--- config.mk ---
export PLATFORM = sky130hd
export DESIGN_NAME = debug_exec_ctrl
export DESIGN_NICKNAME = d
export VERILOG_FILES = /design/src/rtl/debug_ctrl_pkg.sv /design/src/rtl/dump_sequencer.sv /design/src/rtl/debug_exec_ctrl.sv
export SDC_FILE = /design/constraint.sdc
export NUM_CORES = 1
export LEC_CHECK = 0
export BUFFER_PORTS_ARGS = -buffer_cell sky130_fd_sc_hd__buf_2
export CORE_MARGIN = 1
export CORE_UTILIZATION = 50
export DETAILED_ROUTE_END_ITERATION = 16
export PLACE_DENSITY_LB_ADDON = 0.3
export SETUP_SLACK_MARGIN = 0.15
export SLEW_MARGIN = 20
export SYNTH_ARGS = -nofsm -noshare
export SYNTH_HDL_FRONTEND = slang
export SYNTH_SLANG_ARGS = --single-unit
--- constraint.sdc ---
create_clock -name i_clk -period 3.8 [get_ports i_clk]
set_input_delay 0.19 -clock i_clk [delete_from_list [all_inputs] [get_ports i_clk]]
set_output_delay 0.19 -clock i_clk [all_outputs]
set_load 0.005 [all_outputs]
--- src/rtl/debug_ctrl_pkg.sv ---
// Shared types for the execution/debug controller: FSM state encoding,
// execution-mode and dump-select constants.
package debug_ctrl_pkg;

   typedef enum logic [2:0] {
      ST_IDLE      = 3'd0,
      ST_RUN       = 3'd1,
      ST_STEP_WAIT = 3'd2,
      ST_STEP      = 3'd3,
      ST_DUMP_REG  = 3'd4,
      ST_DUMP_MEM  = 3'd5,
      ST_DONE      = 3'd6
   } state_t;

   localparam logic MODE_CONT    = 1'b0;
   localparam logic MODE_STEP    = 1'b1;

   localparam logic DUMP_SEL_REG = 1'b0;
   localparam logic DUMP_SEL_MEM = 1'b1;

   function automatic int max_int(input int a, input int b);
      return (a > b) ? a : b;
   endfunction

endpackage

--- src/rtl/dump_sequencer.sv ---
// Walks one dump phase (register file or data memory): issues indices, captures
// the read word one cycle later and holds it on a valid/ready port until accepted.
module dump_sequencer #(
   parameter int N_BITS = 32,
   parameter int IW     = 6
) (
   input  logic              clk,
   input  logic              rst,
   input  logic              en,
   input  logic              start,
   input  logic              phase,
   input  logic [IW:0]       len,
   input  logic [N_BITS-1:0] rd_data,
   input  logic              ready,
   output logic [IW-1:0]     idx,
   output logic              sel,
   output logic [N_BITS-1:0] data,
   output logic              valid,
   output logic              phase_done
);

   logic          active;
   logic          wait_rd;
   logic [IW:0]   len_q;
   logic          last;

   assign last       = ({1'b0, idx} == (len_q - (IW+1)'(1)));
   assign phase_done = en & active & valid & ready & last;

   // The index is registered, so the word for it is sampled on the following edge.
   always_ff @(posedge clk or posedge rst) begin
      if (rst) begin
         idx     <= '0;
         sel     <= 1'b0;
         data    <= '0;
         valid   <= 1'b0;
         active  <= 1'b0;
         wait_rd <= 1'b0;
         len_q   <= '0;
      end else if (en) begin
         if (start) begin
            idx     <= '0;
            sel     <= phase;
            len_q   <= len;
            active  <= 1'b1;
            wait_rd <= 1'b1;
            valid   <= 1'b0;
         end else if (active) begin
            if (wait_rd) begin
               data    <= rd_data;
               valid   <= 1'b1;
               wait_rd <= 1'b0;
            end else if (valid && ready) begin
               valid <= 1'b0;
               if (last) begin
                  active <= 1'b0;
               end else begin
                  idx     <= idx + IW'(1);
                  wait_rd <= 1'b1;
               end
            end
         end
      end
   end

endmodule

--- src/rtl/debug_exec_ctrl.sv ---
// Execution/debug controller: gates the pipeline (continuous or multi-cycle step),
// counts enabled cycles, and dumps regs then memory after halt. Option: DEBUG_BREAKPOINT_EN.
//
// state        | meaning
// IDLE         | after reset, waiting for clock lock
// RUN          | pipeline enabled every cycle
// STEP_WAIT    | pipeline paused, waiting for a step rising edge
// STEP         | pipeline enabled for the loaded number of cycles
// DUMP_REG     | streaming register file words
// DUMP_MEM     | streaming data memory words
// DONE         | dump finished, everything idle until reset
module debug_exec_ctrl
   import debug_ctrl_pkg::*;
#(
   parameter int N_BITS   = 32,
   parameter int N_REGS   = 32,
   parameter int N_MEM    = 64,
   parameter int CNT_BITS = 8,
   localparam int RB      = $clog2(N_REGS),
   localparam int MB      = $clog2(N_MEM)
) (
   input  logic                i_clk,
   input  logic                i_reset,
   input  logic                i_valid,
   input  logic                i_exec_mode,
   input  logic                i_step,
   input  logic [CNT_BITS-1:0] i_step_count,
   input  logic                i_halt,
   output logic                o_pipe_en,
   output logic [N_BITS-1:0]   o_ciclos,
   output logic                o_halt,
   output logic                o_dump_sel,
   output logic [RB-1:0]       o_n_reg,
   output logic [MB-1:0]       o_mem_addr,
   input  logic [N_BITS-1:0]   i_dump_data,
   output logic [N_BITS-1:0]   o_dump_data,
   output logic                o_dump_valid,
   input  logic                i_dump_ready,
   output logic                o_done
`ifdef DEBUG_BREAKPOINT_EN
   ,
   input  logic [N_BITS-1:0]   i_pc,
   input  logic [N_BITS-1:0]   i_bp_addr,
   input  logic                i_bp_en,
   output logic                o_bp_hit
`endif
);

   localparam int IW = max_int(RB, MB);

   state_t                state, nxt;
   logic                  pipe_en;
   logic                  step_prev;
   logic                  step_edge;
   logic                  bp_stop;
   logic [CNT_BITS-1:0]   remaining;
   logic                  seq_start;
   logic                  seq_phase;
   logic [IW:0]           seq_len;
   logic [IW-1:0]         seq_idx;
   logic                  seq_sel;
   logic                  seq_done;

   assign step_edge = i_step & ~step_prev;

   always_ff @(posedge i_clk or posedge i_reset) begin
      if (i_reset) state <= ST_IDLE;
      else         state <= nxt;
   end

   // Halt has priority over breakpoint, step end and mode change.
   always_comb begin
      nxt = state;
      if (i_valid) begin
         case (state)
            ST_IDLE:      nxt = (i_exec_mode == MODE_STEP) ? ST_STEP_WAIT : ST_RUN;
            ST_RUN: begin
               if (i_halt)                                   nxt = ST_DUMP_REG;
               else if (bp_stop || i_exec_mode == MODE_STEP) nxt = ST_STEP_WAIT;
            end
            ST_STEP_WAIT: begin
               if (i_exec_mode == MODE_CONT) nxt = ST_RUN;
               else if (step_edge)           nxt = ST_STEP;
            end
            ST_STEP: begin
               if (i_halt)                                         nxt = ST_DUMP_REG;
               else if (bp_stop || remaining == CNT_BITS'(1))      nxt = ST_STEP_WAIT;
            end
            ST_DUMP_REG:  if (seq_done) nxt = ST_DUMP_MEM;
            ST_DUMP_MEM:  if (seq_done) nxt = ST_DONE;
            default:      nxt = state;
         endcase
      end
   end

   always_comb begin
      pipe_en   = i_valid && (state == ST_RUN || state == ST_STEP);
      seq_start = 1'b0;
      seq_phase = DUMP_SEL_REG;
      seq_len   = (IW+1)'(N_REGS);
      if (nxt == ST_DUMP_REG && state != ST_DUMP_REG) begin
         seq_start = 1'b1;
      end
      if (nxt == ST_DUMP_MEM && state == ST_DUMP_REG) begin
         seq_start = 1'b1;
         seq_phase = DUMP_SEL_MEM;
         seq_len   = (IW+1)'(N_MEM);
      end
   end

   always_ff @(posedge i_clk or posedge i_reset) begin
      if (i_reset) begin
         o_ciclos  <= '0;
         o_halt    <= 1'b0;
         step_prev <= 1'b0;
         remaining <= '0;
      end else if (i_valid) begin
         step_prev <= i_step;
         if (pipe_en && o_ciclos != '1) o_ciclos <= o_ciclos + N_BITS'(1);
         if (pipe_en && i_halt)         o_halt   <= 1'b1;
         if (state == ST_STEP_WAIT && nxt == ST_STEP)
            remaining <= (i_step_count == '0) ? CNT_BITS'(1) : i_step_count;
         else if (state == ST_STEP)
            remaining <= remaining - CNT_BITS'(1);
      end
   end

`ifdef DEBUG_BREAKPOINT_EN
   logic bp_skip;
   logic bp_hit_q;

   // bp_skip lets execution move off the breakpoint PC after a resume.
   assign bp_stop  = pipe_en & i_bp_en & (i_pc == i_bp_addr) & ~bp_skip;
   assign o_bp_hit = bp_hit_q;

   always_ff @(posedge i_clk or posedge i_reset) begin
      if (i_reset) begin
         bp_skip  <= 1'b0;
         bp_hit_q <= 1'b0;
      end else begin
         bp_hit_q <= bp_stop & ~i_halt;
         if (bp_stop && !i_halt) bp_skip <= 1'b1;
         else if (pipe_en)       bp_skip <= 1'b0;
      end
   end
`else
   assign bp_stop = 1'b0;
`endif

   dump_sequencer #(
      .N_BITS (N_BITS),
      .IW     (IW)
   ) u_dump_seq (
      .clk        (i_clk),
      .rst        (i_reset),
      .en         (i_valid),
      .start      (seq_start),
      .phase      (seq_phase),
      .len        (seq_len),
      .rd_data    (i_dump_data),
      .ready      (i_dump_ready),
      .idx        (seq_idx),
      .sel        (seq_sel),
      .data       (o_dump_data),
      .valid      (o_dump_valid),
      .phase_done (seq_done)
   );

   assign o_pipe_en  = pipe_en;
   assign o_done     = (state == ST_DONE);
   assign o_dump_sel = seq_sel;
   assign o_n_reg    = (seq_sel == DUMP_SEL_REG) ? seq_idx[RB-1:0] : '0;
   assign o_mem_addr = (seq_sel == DUMP_SEL_MEM) ? seq_idx[MB-1:0] : '0;

endmodule

-- Yosys cells after proc, flatten, opt, wreduce, memory -nomap -nowiden
Index checks and enable logic that the tools add are counted.
- add/sub/neg operators: 4
- mux-type cells: 38
- equal/unequal tests: 15
- reduce and logical (&&, ||, !) cells: 22
- bitwise logic cells: 7
- operators with widths (operator ; number):
    6-bit 2-to-1 mux ; 6
    32-bit by 1-bit adder with 32-bit output (second input constant) ; 1
    32-bit != test (second input constant) ; 1
    3-bit 2-to-1 mux ; 9
    8-bit 2-to-1 mux ; 3
    3-bit one-hot mux with 6 select lines ; 1
    1-bit 2-to-1 mux ; 16
    3-bit == test (second input constant) ; 5
    2-bit AND reduction ; 5
    3-bit by 2-bit == test with 1-bit output (second input constant) ; 3
    8-bit by 1-bit == test with 1-bit output (second input constant) ; 1
    8-bit zero test ; 1
    8-bit by 1-bit subtractor with 8-bit output (second input constant) ; 1
    6-bit by 7-bit == test with 1-bit output ; 1
    1-bit logical AND ; 7
    7-bit 2-to-1 mux ; 1
    7-bit by 1-bit subtractor with 7-bit output (second input constant) ; 1
    6-bit by 1-bit adder with 6-bit output (second input constant) ; 1
    2-bit nonzero test ; 3
    1-bit bitwise AND ; 5
    5-bit 2-to-1 mux ; 1
    5-bit AND reduction ; 1
    2-bit != test (second input constant) ; 2
    4-bit AND reduction ; 1
    other kinds (8) ; 9
- register bits: 94
- bits of input ports: 47

-- Logic depth before layout (Yosys ltp)
- depth in word-level cells: 13
- gate-level depth with buffers: 7
- depth with buffers taken out: 7

-- By module
Synthesis repeated with hierarchy kept, for this count alone.
- cell total of the unflattened synthesis: 450
- area, all modules: 4819.6 sq um
- modules (own cells, without submodules) (module ; cells an instance ; sequential area each (sq um) ; area each (sq um) ; times used):
    debug_exec_ctrl ; 265 ; 1126.1 ; 2476.1 ; 1
    dump_sequencer ; 185 ; 1226.2 ; 2343.5 ; 1

-- Least setup slack after synthesis
OpenSTA, ideal clock, no wires.
- path type: reg-to-reg
- start point: register o_ciclos[0]
- end point: register o_ciclos[30]
- data required time: 3721 ps
- path slack: 1571 ps
- clock period less this slack: 2229 ps
- arrival: 2150 ps
- cell stages (with the launch flop): 8
- cells stage by stage: dfrtp_1 -> ha_1 -> nand4_1 -> or3_2 -> or4_4 -> buf_6 -> nor3_4 -> xor2_1
- word-level cells in the longest chain between the ends: 3
- elaborated cells on any way between the ends: 4
- those cells by class: add/sub (1); eq/ne (1); reduce/logical (2)
- RTL lines (item ; line ; source):
    from (decl) ; debug_exec_ctrl.sv:30 ; output logic [N_BITS-1:0] o_ciclos,
    from (signal assigned) ; debug_exec_ctrl.sv:119 ; if (pipe_en && o_ciclos != '1) o_ciclos <= o_ciclos + N_BITS'(1);
    parallel branches: the longest is 3 deep, another holds 32-bit by 1-bit adder with 32-bit output ; - ;
Parallel ways; which one is timed is not known.
A chain may end at the register's enable or synchronous reset.

-- Final worst setup path
- start point: register u_dump_seq.len_q[6]
- end point: register u_dump_seq.data[1]
- word-level cells in the longest chain between the ends: 12
- elaborated cells on any way between the ends: 15
- those cells by class: add/sub (1); eq/ne (3); mux (6); bitwise (2); reduce/logical (3)
- RTL lines (item ; line ; source):
    from (decl) ; dump_sequencer.sv:24 ; logic [IW:0] len_q;
    from (signal assigned) ; dump_sequencer.sv:44 ; len_q <= len;
    7-bit by 1-bit subtractor with 7-bit output (*) ; dump_sequencer.sv:27 ; assign last = ({1'b0, idx} == (len_q - (IW+1)'(1)));
    6-bit by 7-bit == test with 1-bit output (*) ; dump_sequencer.sv:27 ;
    1-bit bitwise AND (*) ; dump_sequencer.sv:28 ; assign phase_done = en & active & valid & ready & last;
    3-bit 2-to-1 mux (on tied branches) ; debug_exec_ctrl.sv:90, debug_exec_ctrl.sv:89 ;
    3-bit one-hot mux with 6 select lines (*) ; debug_exec_ctrl.sv:75 ; case (state)
    3-bit 2-to-1 mux (*) ; debug_exec_ctrl.sv:74 ; if (i_valid) begin
    3-bit == test ; debug_exec_ctrl.sv:101 ; if (nxt == ST_DUMP_REG && state != ST_DUMP_REG) begin
    1-bit logical AND ; debug_exec_ctrl.sv:101 ;
    1-bit 2-to-1 mux ; debug_exec_ctrl.sv:101 ;
    1-bit 2-to-1 mux (*) ; debug_exec_ctrl.sv:104 ; if (nxt == ST_DUMP_MEM && state == ST_DUMP_REG) begin
    1-bit NOT (no source line) (*) ; - ;
    4-bit AND reduction (no source line) (*) ; - ;
    to (signal assigned) ; dump_sequencer.sv:50 ; data <= rd_data;
    to (decl) ; dump_sequencer.sv:17 ; output logic [N_BITS-1:0] data,
Mark *: on every way between the ends. The rest lies on a longest branch, timed or not.

==> results.py <==
metrics = {
    "status": {
        "status": "finished, final reports clean",
    },
    "placed_design": {
        "port_buffers": 126,
        "dpl.cell_count": 595,
        "routabilityCongestion": 0.829,
        "dp_hpwl_mm": 6.42,
    },
    "clock_tree": {
        "root_buffer": "clkbuf_8",
        "cts_made_buffers": 9,
        "post_cts_buffers": 0,
        "clkSinkCount": 88,
        "tritoncts": "built",
        "clk_pin_slew_ns": 0.09,
        "htree_levels": 3,
        "clock_latency_ns": 0.34,
        "clock_path_buffers": 2,
    },
    "timing": {
        "fin_worst_skew_ns": 0.00880,
        "hold_viol_final": 0,
        "tns_ns": 0,
        "finalCritPeriodShare_pct": 74.3,
        "rsz0062_at_grt": "no",
        "worst_slew_margin_rel_pct": 34.4,
        "setup_viol": 0,
        "period_minus_slack_ns": 2.82,
        "worst_pin_slew_ns": 0.979,
        "max_freq_mhz": 354,
        "slew_viol_final": 0,
    },
    "power_and_ir_drop": {
        "sw_frac_of_total_pct": 31.2,
        "combPwrFrac_pct": 27.1,
        "p_clk_share_pct": 22.0,
        "power_frac_seq_pct": 50.9,
        "peakVddDrop_uv": 401,
        "p_leak_nw": 2.49,
        "p_per_area_mw_per_mm2": 547,
        "p_int_mw": 1.92,
        "power_mw": 2.78,
        "p_switching_uw": 867,
    },
    "global_route": {
        "grt_antenna_before_repair": 0,
        "grt_pass1_vias": 3168,
        "grt_pass1_wl_mm": 14.5,
        "grt-ovfl-total": 0,
        "track_usage_pct": 21.0,
        "grt_max_degree": 46,
    },
    "layout": {
        "regArea_mm2": 0.00220,
        "nNetsFinal": 556,
        "nFillCells": 656,
        "multi_input_area_mm2": 0.00185,
        "drive_above_1_share_pct": 37.1,
        "fin_cells": 612,
        "diodes": 0,
        "syn_to_final_growth_pct": 22.2,
    },
    "die": {
        "die-area_mm2": 0.00870,
        "coreArea_mm2": 0.00789,
        "die_y_um": 93.3,
        "die_w_um": 93.3,
        "start_util_pct": 52.8,
        "rows": 32,
        "ioPinCount": 127,
    },
    "synthesis": {
        "yosys_most_used_dff": "dfrtp_1",
        "postSynthCellCount": 376,
        "synth_area_mm2": 0.00417,
        "synth-seq-cells": 88,
        "avgSynthCellArea_um2": 11.1,
        "yosysTopAreaCellShare_pct": 52.9,
        "synth_top_cell_by_area": "dfrtp_1",
        "synthArstFlopShare_pct": 100,
        "synth_edf_count": 0,
        "yosysSeqAreaShare_pct": 52.9,
        "synth_cell_type_count": 52,
        "synth_warnings": 0,
        "syn_nets": 427,
        "yosys-top-cells-area": "dfrtp_1 53%, mux2_2 8.7%, xnor2_1 3.8%",
    },
    "route": {
        "vias_per_cell": 5.45,
        "initialDrtViolationCount": 74,
        "postRouteWirelength_mm": 8.77,
        "first_pass_iters": 4,
        "post-route-drc-count": 0,
        "vias": 3334,
        "ant_nets": 0,
        "wire_per_inst_um": 14.3,
    },
    "job": {
        "maxCapViolCount": 0,
    },
    "worst_hold_path": {
        "hold_class": "input pin to flop",
    },
    "worst_setup_path": {
        "cp.arrival_ns": 3.05,
        "worstSetupStartpointType": "flop",
        "end_kind": "flop",
        "required_ns": 4.03,
        "path_max_fanout": 32,
        "worstSetupPathType": "flop to flop",
    },
}
-- state kept, by name, summed over array words and instances (netlist names) --
| register | flops |
|---|---|
| o_halt | 1 |
| u_dump_seq.data | 32 |
| u_dump_seq.valid | 1 |
| state | 3 |
| u_dump_seq.idx | 6 |
| step_prev | 1 |
| u_dump_seq.active | 1 |
| u_dump_seq.len_q | 2 |
| u_dump_seq.wait_rd | 1 |
| o_ciclos | 32 |
| remaining | 8 |
-- critical path, cell delays in order (launching register included) --
cell,delay [ns]
dfrtp_1,0.50
and3b_1,0.24
o21bai_1,0.60
o21ai_1,0.42
nor2_2,0.18
buf_4,0.37
mux2_2,0.39
-- path summary, 6_finish.rpt --
check / depth (start not counted) / endpoint / slack (ns) / start
setup reg to reg: 6 / u_dump_seq.data[1] / 0.98 / u_dump_seq.len_q[6]
hold / removal: 2 / u_dump_seq.data[14] / 0.06 / i_dump_data[14]
max in group asynchronous: 4 / u_dump_seq.data[16] / 2.25 / i_reset
setup / recovery: 6 / u_dump_seq.data[1] / 0.98 / u_dump_seq.len_q[6]
hold reg to reg: 1 / o_halt / 0.47 / o_halt
min in group asynchronous: 3 / u_dump_seq.data[28] / 0.50 / i_reset
-- cell families after synthesis --
family	count (synthesis)	share of synthesized area, %
AOI/OAI and AO/OA	38	6.25
xor gates and xnor gates	35	7.36
adders and majority gates	4	1.20
buffers and inverters	27	2.82
DFF	88	52.9
muxes	35	9.43
and+or+nand+nor	149	20.1
-- per-stage QoR --
step           setup WS (ns)  cell area, um2  hold slack [ns]  utilization (%)
2_1_floorplan           1.33            4170            0.307                -
3_3_place_gp            1.13            4890            0.329             62.0
3_5_place_dp           0.944            4890            0.338             62.0
4_1_cts                0.966            5090           0.0490             64.5
5_1_grt                0.702            5090           0.0615             64.5
6_report               0.976            5090           0.0622             64.5
-- cells in the final DEF, fill, tap and decap left out, types with 4 or more instances in the layout --
master,synthesis,routed
nor2_1,24,23
mux2_2,32,32
nand2_1,22,22
buf_2,7,126
nor3_1,11,11
o21ai_0,8,8
a21oi_1,6,6
clkbuf_8,0,11
nand4_1,14,14
a211oi_1,5,5
ha_1,4,4
inv_1,15,14
nor2b_1,9,9
nand3_1,22,22
xor2_1,17,17
and3_1,5,5
xnor2_1,18,18
and2_1,8,8
o211ai_1,5,5
nor4_1,9,9
dfrtp_1,88,88
-- Yosys cell counts (4+ instances only) --
master and n:
clkbuf_1 4, inv_1 15, nand4_1 14, nor2b_1 9
a21oi_1 6, mux2_2 32, xor2_1 17, ha_1 4
dfrtp_1 88, a211oi_1 5, and3_1 5, nand2_1 22
xnor2_1 18, and2_1 8, o21ai_0 8, nand3_1 22
nor2_1 24, buf_2 7, nor3_1 11, nor4_1 9
o211ai_1 5
-- area by class of cell --
cell class / instances / share of cell area, %
clock buffer: 11 / 2.97
inverter: 15 / 1.13
clock inverter: 5 / 0.787
tap: 102 / 2.51
sequential: 88 / 43.3
multi-input combinational: 261 / 36.3
timing repair buffer: 130 / 13.0
-- what timing repair did --
item	4_1_cts	5_1_grt
endpoints found under the hold margin	43	0
hold buffers	1	0
gates resized for setup	0	0
-- power groups by stage --
stage                     clock network, mW  logic (mW)  registers (mW)
after detailed placement                  0       0.760            1.43
after floorplan                           0       0.436            1.41
after global placement                    0       0.736            1.42
after CTS                             0.625       0.764            1.42
after global routing                  0.659       0.835            1.47
final                                 0.612       0.754            1.42
-- layer usage --
layer	vias up	part of all wire (%)	GRT usage, %
met2	96	49	34.4
met3	15	5.3	3.98
li1	1604	-	-
met4	0	1.8	7.05
met1	1619	44	28.1
met5	-	0	0
(Power assumes the default switching activity.)
